<file path="src/rtl/data_cache_writeback_unit.sv">
`timescale 1ns/1ps
`default_nettype none
// ============================================================================
//  Package    : data_cache_pkg
//  Description: Field-enable and packet types shared by a data cache way and
//               the units that access it.
//  Revision   : 1.0 - initial release
// ============================================================================
package data_cache_pkg;
    localparam int c_tag_size  = 20;
    localparam int c_word_size = 32;

    // One enable bit per field of a cache way entry
    typedef struct packed {
        logic valid;
        logic dirty;
        logic tag;
        logic data;
    } data_cache_enable_t;

    // One cache way entry as seen through a port: status, tag and one block word
    typedef struct packed {
        logic                   valid;
        logic                   dirty;
        logic [c_tag_size-1:0]  tag;
        logic [c_word_size-1:0] word;
    } data_cache_packet_t;
endpackage

// ============================================================================
//  Module     : data_cache_writeback_unit
//  Description: Evicts one line of a data cache way. Looks up status/tag on
//               way port 1; a valid and dirty line has each block word read
//               and streamed to memory over a valid/ready handshake, after
//               which the dirty bit is cleared through way port 0.
//  Revision   : 1.0 - initial release
//
//  Ports
//    clk_i, rst_i          clock (rising edge), async active-high reset
//    start_i, index_i      writeback request and line index (IDLE only)
//    busy_o                high in every state except IDLE
//    done_o, written_o     end-of-operation pulse, line-was-written flag
//    port1_*               read-only way port (status/tag lookup, word reads)
//    port0_*               R/W way port (dirty-bit clear)
//    mem_*                 write beat stream {tag, index, word, 2'b00} / data
// ============================================================================
module data_cache_writeback_unit
    import data_cache_pkg::*;
#(
    parameter int ADDR_WIDTH = 7,
    parameter int CHIP_ADDR  = 3,
    parameter int TAG_SIZE   = 20
) (
    input  logic                  clk_i,
    input  logic                  rst_i,
    input  logic                  start_i,
    input  logic [ADDR_WIDTH-1:0] index_i,
    output logic                  busy_o,
    output logic                  done_o,
    output logic                  written_o,
    output logic                  port1_read_o,
    output data_cache_enable_t    port1_enable_o,
    output logic [ADDR_WIDTH-1:0] port1_address_o,
    output logic [CHIP_ADDR-1:0]  port1_chip_select_o,
    input  data_cache_packet_t    port1_packet_i,
    output logic                  port0_write_o,
    output data_cache_enable_t    port0_enable_o,
    output logic [ADDR_WIDTH-1:0] port0_address_o,
    output data_cache_packet_t    port0_packet_o,
    output logic                  mem_valid_o,
    input  logic                  mem_ready_i,
    output logic [31:0]           mem_address_o,
    output logic [31:0]           mem_data_o
);

    generate
        if ((TAG_SIZE + ADDR_WIDTH + CHIP_ADDR + 2 != 32) || (TAG_SIZE != c_tag_size)) begin : g_param_check
            $error("data_cache_writeback_unit: TAG_SIZE+ADDR_WIDTH+CHIP_ADDR+2 must be 32 and TAG_SIZE must match the packet tag");
        end
    endgenerate

    localparam logic [CHIP_ADDR-1:0] c_last_word = '1;

    typedef enum logic [2:0] {
        S_IDLE   = 3'd0,
        S_LOOKUP = 3'd1,
        S_CHECK  = 3'd2,
        S_READ   = 3'd3,
        S_SEND   = 3'd4,
        S_CLEAR  = 3'd5,
        S_DONE   = 3'd6
    } state_t;

    state_t                  r_state;
    state_t                  w_state_next;
    logic [ADDR_WIDTH-1:0]   r_index;
    logic [TAG_SIZE-1:0]     r_tag;
    logic [CHIP_ADDR-1:0]    r_counter;
    logic [31:0]             r_data;
    logic                    r_send_first;
    logic                    r_written;
    logic                    w_line_dirty;

    assign w_line_dirty = port1_packet_i.valid & port1_packet_i.dirty;

    // ------------------------------------------------------------------------
    // State register
    // ------------------------------------------------------------------------
    always_ff @(posedge clk_i or posedge rst_i) begin
        if (rst_i) begin
            r_state <= S_IDLE;
        end else begin
            r_state <= w_state_next;
        end
    end

    // ------------------------------------------------------------------------
    // Next state and outputs
    // ------------------------------------------------------------------------
    always_comb begin
        w_state_next        = r_state;
        busy_o              = (r_state != S_IDLE);
        done_o              = 1'b0;
        written_o           = 1'b0;
        port1_read_o        = 1'b0;
        port1_enable_o      = '0;
        port1_address_o     = '0;
        port1_chip_select_o = '0;
        port0_write_o       = 1'b0;
        port0_enable_o      = '0;
        port0_address_o     = '0;
        port0_packet_o      = '0;
        mem_valid_o         = 1'b0;
        mem_address_o       = '0;
        mem_data_o          = '0;

        case (r_state)
            S_IDLE: begin
                if (start_i) begin
                    w_state_next = S_LOOKUP;
                end
            end
            S_LOOKUP: begin
                port1_read_o         = 1'b1;
                port1_enable_o.valid = 1'b1;
                port1_enable_o.dirty = 1'b1;
                port1_enable_o.tag   = 1'b1;
                port1_address_o      = r_index;
                w_state_next         = S_CHECK;
            end
            S_CHECK: begin
                w_state_next = w_line_dirty ? S_READ : S_DONE;
            end
            S_READ: begin
                port1_read_o        = 1'b1;
                port1_enable_o.data = 1'b1;
                port1_address_o     = r_index;
                port1_chip_select_o = r_counter;
                w_state_next        = S_SEND;
            end
            S_SEND: begin
                mem_valid_o   = 1'b1;
                mem_address_o = {r_tag, r_index, r_counter, 2'b00};
                // The word arrives from the way during the first SEND cycle;
                // forward it then and hold the captured copy while stalled.
                mem_data_o    = r_send_first ? port1_packet_i.word : r_data;
                if (mem_ready_i) begin
                    w_state_next = (r_counter == c_last_word) ? S_CLEAR : S_READ;
                end
            end
            S_CLEAR: begin
                port0_write_o        = 1'b1;
                port0_enable_o.dirty = 1'b1;
                port0_address_o      = r_index;
                port0_packet_o.valid = 1'b1;
                port0_packet_o.dirty = 1'b0;
                w_state_next         = S_DONE;
            end
            S_DONE: begin
                done_o       = 1'b1;
                written_o    = r_written;
                w_state_next = S_IDLE;
            end
            default: begin
                w_state_next = S_IDLE;
            end
        endcase
    end

    // ------------------------------------------------------------------------
    // Datapath registers
    // ------------------------------------------------------------------------
    always_ff @(posedge clk_i or posedge rst_i) begin
        if (rst_i) begin
            r_index      <= '0;
            r_tag        <= '0;
            r_counter    <= '0;
            r_data       <= '0;
            r_send_first <= 1'b0;
            r_written    <= 1'b0;
        end else begin
            case (r_state)
                S_IDLE: begin
                    if (start_i) begin
                        r_index <= index_i;
                    end
                end
                S_CHECK: begin
                    r_written <= 1'b0;
                    if (w_line_dirty) begin
                        r_tag     <= port1_packet_i.tag;
                        r_counter <= '0;
                    end
                end
                S_READ: begin
                    r_send_first <= 1'b1;
                end
                S_SEND: begin
                    if (r_send_first) begin
                        r_data       <= port1_packet_i.word;
                        r_send_first <= 1'b0;
                    end
                    if (mem_ready_i && (r_counter != c_last_word)) begin
                        r_counter <= r_counter + 1'b1;
                    end
                end
                S_CLEAR: begin
                    r_written <= 1'b1;
                end
                default: begin
                end
            endcase
        end
    end

endmodule
`default_nettype wire

</file>
<file path="config.mk">
export PLATFORM = sky130hd
export DESIGN_NAME = data_cache_writeback_unit
export DESIGN_NICKNAME = d
export VERILOG_FILES = /design/src/rtl/data_cache_writeback_unit.sv
export SDC_FILE = /design/constraint.sdc
export NUM_CORES = 1
export LEC_CHECK = 0
export CAP_MARGIN = 10
export CORE_AREA = 8 8 106 128
export DETAILED_ROUTE_END_ITERATION = 10
export DIE_AREA = 0 0 114 136
export GPL_TIMING_DRIVEN = 0
export PLACE_DENSITY = 0.83
export SLEW_MARGIN = 15
export SYNTH_ARGS = -nofsm -noshare
export SYNTH_HDL_FRONTEND = slang
export SYNTH_SLANG_ARGS = --single-unit
export TNS_END_PERCENT = 100
</file>
<file path="constraint.sdc">
create_clock -name clk_i -period 2.1 [get_ports clk_i]
set_input_delay 0.315 -clock clk_i [delete_from_list [all_inputs] [get_ports clk_i]]
set_output_delay 0.315 -clock clk_i [all_outputs]
set_load 0.03 [all_outputs]
</file>
==> results of run 1 <==
## sequential cells by signal, summed over array words and instances (netlist names)
register	cells
r_counter	3
r_data	32
r_index	7
r_send_first	1
r_state	3
r_tag	20
r_written	1
## cell type report
class,count,area share
plain buffers,82,0.104
clock buffers,10,0.0343
clock inverters,6,0.0128
inverters,3,0.00377
multi-input cells,267,0.328
flip-flops and latches,67,0.241
well taps,161,0.0289
repair buffers,170,0.248
## logic make-up (layout without fill, tap and decap cells)
group / after synthesis / count (layout)
other cells: 1 / 58
buf+inv: 86 / 271
compound gates: 12 / 12
mux: 93 / 93
fa+ha+maj: 2 / 2
simple gates: 101 / 102
flops: 67 / 67
## power by group through the flow
stage | Sequential, mW | Combinational, mW | Clock [mW]
floorplan | 2.22 | 3.10 | 0
global placement | 2.29 | 4.35 | 0
detailed placement | 2.35 | 4.45 | 0
CTS | 2.34 | 5.10 | 1.68
global route | 2.45 | 5.71 | 1.74
finish | 2.37 | 5.37 | 1.64
## cells in the final DEF, fill, tap and decap left out, types with 3 or more instances in the layout
| master | count |
|---|---|
| buf_4 | 84 |
| and2_4 | 28 |
| buf_6 | 61 |
| mux2_4 | 19 |
| mux2i_1 | 32 |
| dlygate4sd2_1 | 5 |
| nor2_1 | 7 |
| nor2_2 | 3 |
| conb_1 | 58 |
| mux2_1 | 3 |
| o21ai_0 | 5 |
| and3_1 | 3 |
| buf_2 | 8 |
| nor2_4 | 26 |
| mux2_2 | 38 |
| and2_1 | 19 |
| clkbuf_16 | 14 |
| clkdlybuf4s15_2 | 12 |
| clkbuf_4 | 3 |
| dfrtp_1 | 66 |
| clkdlybuf4s50_1 | 64 |
## repair_timing
action,CTS,global route
setup buffers,6,4
gates resized for setup,583,70
gates cloned,2,3
pin swaps,12,18
endpoints found under the setup margin,91,84
## worst max-delay path, cell delays in order (launching register included)
cell and delay, ps:
dfrtp_2 430, or3b_4 400, buf_12 170, clkinv_8 70
clkbuf_16 140, and2_1 130, buf_6 130
## through the flow
stage | power (mW) | cell area (um^2) | hold WS, ps | cells | setup slack [ps]
2_1_floorplan | 5.32 | 4270 | 450 | 419 | 52.7
3_3_place_gp | 6.64 | 6020 | 468 | 735 | -1080
3_5_place_dp | 6.80 | 6040 | 476 | 736 | -481
4_1_cts | 9.11 | 6770 | 324 | 760 | -102
5_1_grt | 9.89 | 6970 | 347 | 766 | -73.4
6_report | 9.38 | 6970 | 322 | 766 | -17.4
## worst paths after layout
| check | to | slack, ps | cells after the start |
|---|---|---|---|
| max | mem_address_o[3] | -20 | 6 |
| min | r_tag[3]$_DFFE_PP0P_ | 320 | 2 |
| max reg2reg | r_index[6]$_DFFE_PP0P_ | 330 | 4 |
| min reg2reg | r_data[20]$_DFFE_PP0N_ | 490 | 1 |
| max in group asynchronous | r_data[5]$_DFFE_PP0N_ | 1230 | 3 |
| min in group clk_i | r_data[20]$_DFFE_PP0N_ | 490 | 1 |
## layer usage
metal	track usage	wire length, um
met1	0.155	4610
met2	0.281	6510
met3	0.0724	1320
met4	0.0445	188
met5	0	0
==> impl.org, run 1 <==
** Pwr
- The share of total power dissipated in the clock network is 0.175.
- Static leakage :: 3.40 nW
- Of the total power, the share spent switching nets is 0.392.
- The share of total power dissipated in sequential elements is 0.252.
- VDD sags by at most 0.754 mV.
- Cell internal power was estimated by the tool at 5.70 mW.
- The share of total power dissipated in combinational logic is 0.573.
- Power density over the cells :: 1350 mW/mm^2
- Net load switching power :: 3.68 mW

** Synthesis
- The average instance in the mapped netlist occupies 11.2 um^2.
- Number of warnings issued by yosys :: 0
- Cell area after synthesis :: 0.00404 mm^2
- Number of flops mapped to enable cells by yosys :: 0
- Most frequent cell after synthesis :: dfrtp_1
- Most instantiated cells after synthesis :: 67 x dfrtp_1, 65 x buf_4, 46 x and2_1
- After synthesis the netlist holds a flip-flop and latch count of 67.
- Of the total synthesized cell area, the portion taken by AND, OR, NAND and NOR gates is 0.143.
- Synth Area in Compound Gates :: 0.0201
- Post-synthesis share of cell area spent on xor and xnor gates :: 0
- Flip-flop cell with the highest count after synthesis :: dfrtp_1
- Fraction of the yosys area taken by sequential cells :: 0.415
- After synthesis, the largest family of logic cells by area is multiplexers.
- The synthesized netlist contains 36 unique library cells.
- Fraction of post-synthesis cell area in the top cell type by area :: 0.415
- Of the total synthesized cell area, the portion taken by full adders, half adders and majority gates is 0.00619.
- After technology mapping, the gate count stands at 362.
- Of all flip-flops after synthesis, the portion carrying an async set or reset was 1.00.
- The portion of synthesized area spent on multiplexers is 0.266.
- Main area contributors after synthesis :: dfrtp_1 41%, buf_4 12%, mux2_2 11%
- Of all cell types, the one taking the most synthesized area is dfrtp_1.

** Floorplanning
- Placeable core region :: 0.0117 mm^2
- For this configuration, the core starts out at a cell density of 0.346.
- Area of the die :: 0.0155 mm^2
- Measured along the x axis, the die boundary spans 114 um.
- Placement row count :: 44
- I/O pin count :: 214
- Die Height :: 136 um

** Outcome
- The final reports fail on negative setup slack.
- Result of the run :: finished with violations

** Finish
- Summing all flip-flop and latch instances after layout gives 0.00168 mm^2.
- Proportion of layout cells with a drive suffix above 1 :: 0.534
- For this run, the post-layout net count is 667.
- 0 antenna diodes ended up in the layout.
- Post-route core utilization :: 0.597
- Multi-input gate area in the final layout :: 0.00228 mm^2
- Relative to the synthesized area, the layout overhead comes to 72.2%.
- Filler cell count :: 956

** CTS
- For the worst-skew pair, the clock arrives at the later sink with an insertion delay of 330 ps.
- CTS tree :: built
- The number of hold buffers added after CTS was 0.
- Max Buffers Root-to-Sink :: 2
- The clock net in this run drives a total of 67 sinks.
- Clock-pin slew was measured on the worst setup and hold paths at 60 ps.
- TritonCTS buffer count :: 9
- H-Tree Depth :: 3
- Root Buffer Master :: clkbuf_16

** Global routing
- The first global-routing pass estimated 18900 um of wire.
- For this run, the total global-route usage over all layers was measured as 0.155.
- Entering global routing, the biggest net connects 42 pins.
- Vias in the first global route :: 3608
- Number of antenna violations at the first check in global routing :: 0
- For this run the aggregate overflow at the end of global routing stands at 0.

** Drt
- Drt pass-1 iters :: 4
- Summing over every cut layer, the via total after detailed routing is 3272.
- For this run, design rule violations remaining after detail routing come to 0.
- Detail-routed net length per standard cell :: 16.5 um
- Initial DRC Count :: 101
- The count of nets left with antenna violations once routing finished came out at 0.
- Via density :: 4.27
- Detailed-route wire length :: 12600 um

** Critical path
- Largest fanout on the critical path :: 8
- The worst setup path is of the reg -> out kind.
- Capturing element type of the critical path :: primary output
- Source of the worst register-to-register timing path :: r_state[1]$_DFFE_PP0P_
- Arrival time of the worst setup path :: 1800 ps
- In this run the worst setup path begins at r_state[0]$_DFFE_PP0P_.
- Crit path launch type :: flop
- STA puts the critical path data required time at 1780 ps.

** Worst hold path
- Classification of the worst-slack hold path :: in -> async

** Place
- Final GP Congestion :: 0.762
- After legalization and detailed placement, the total HPWL measured 9200 um.
- Number of buffers inserted by port buffering :: 155

** Timing
- Setup repair after global routing could not meet its margin everywhere.
- Setup violations remaining at the end of the flow were counted as 14.
- Clock skew on the completed layout was measured at 5.30 ps.
- Final total negative setup slack :: -158 ps
- Period Utilization, post-route :: 1.01
- Minimum clock period :: 2120 ps
- The number of pins with negative max-slew slack in the final report is 0.
- At the pin with the least slew margin, the transition time is 538 ps.
- Post-layout worst setup margin :: -17.4 ps
- F_max :: 472 MHz
- In this run the tightest slew margin relative to its limit is 0.640.
- The final count of hold timing violations came to 0.

** Job
- Total of max-cap violations :: 0
Power figures use the tool's default switching activity.
==> inputs of run 2 (changes only) <==
SLEW_MARGIN = 10   (was 15)
==> results of run 2 <==
The final DEF is identical to that of run 1; final timing and power are the same.
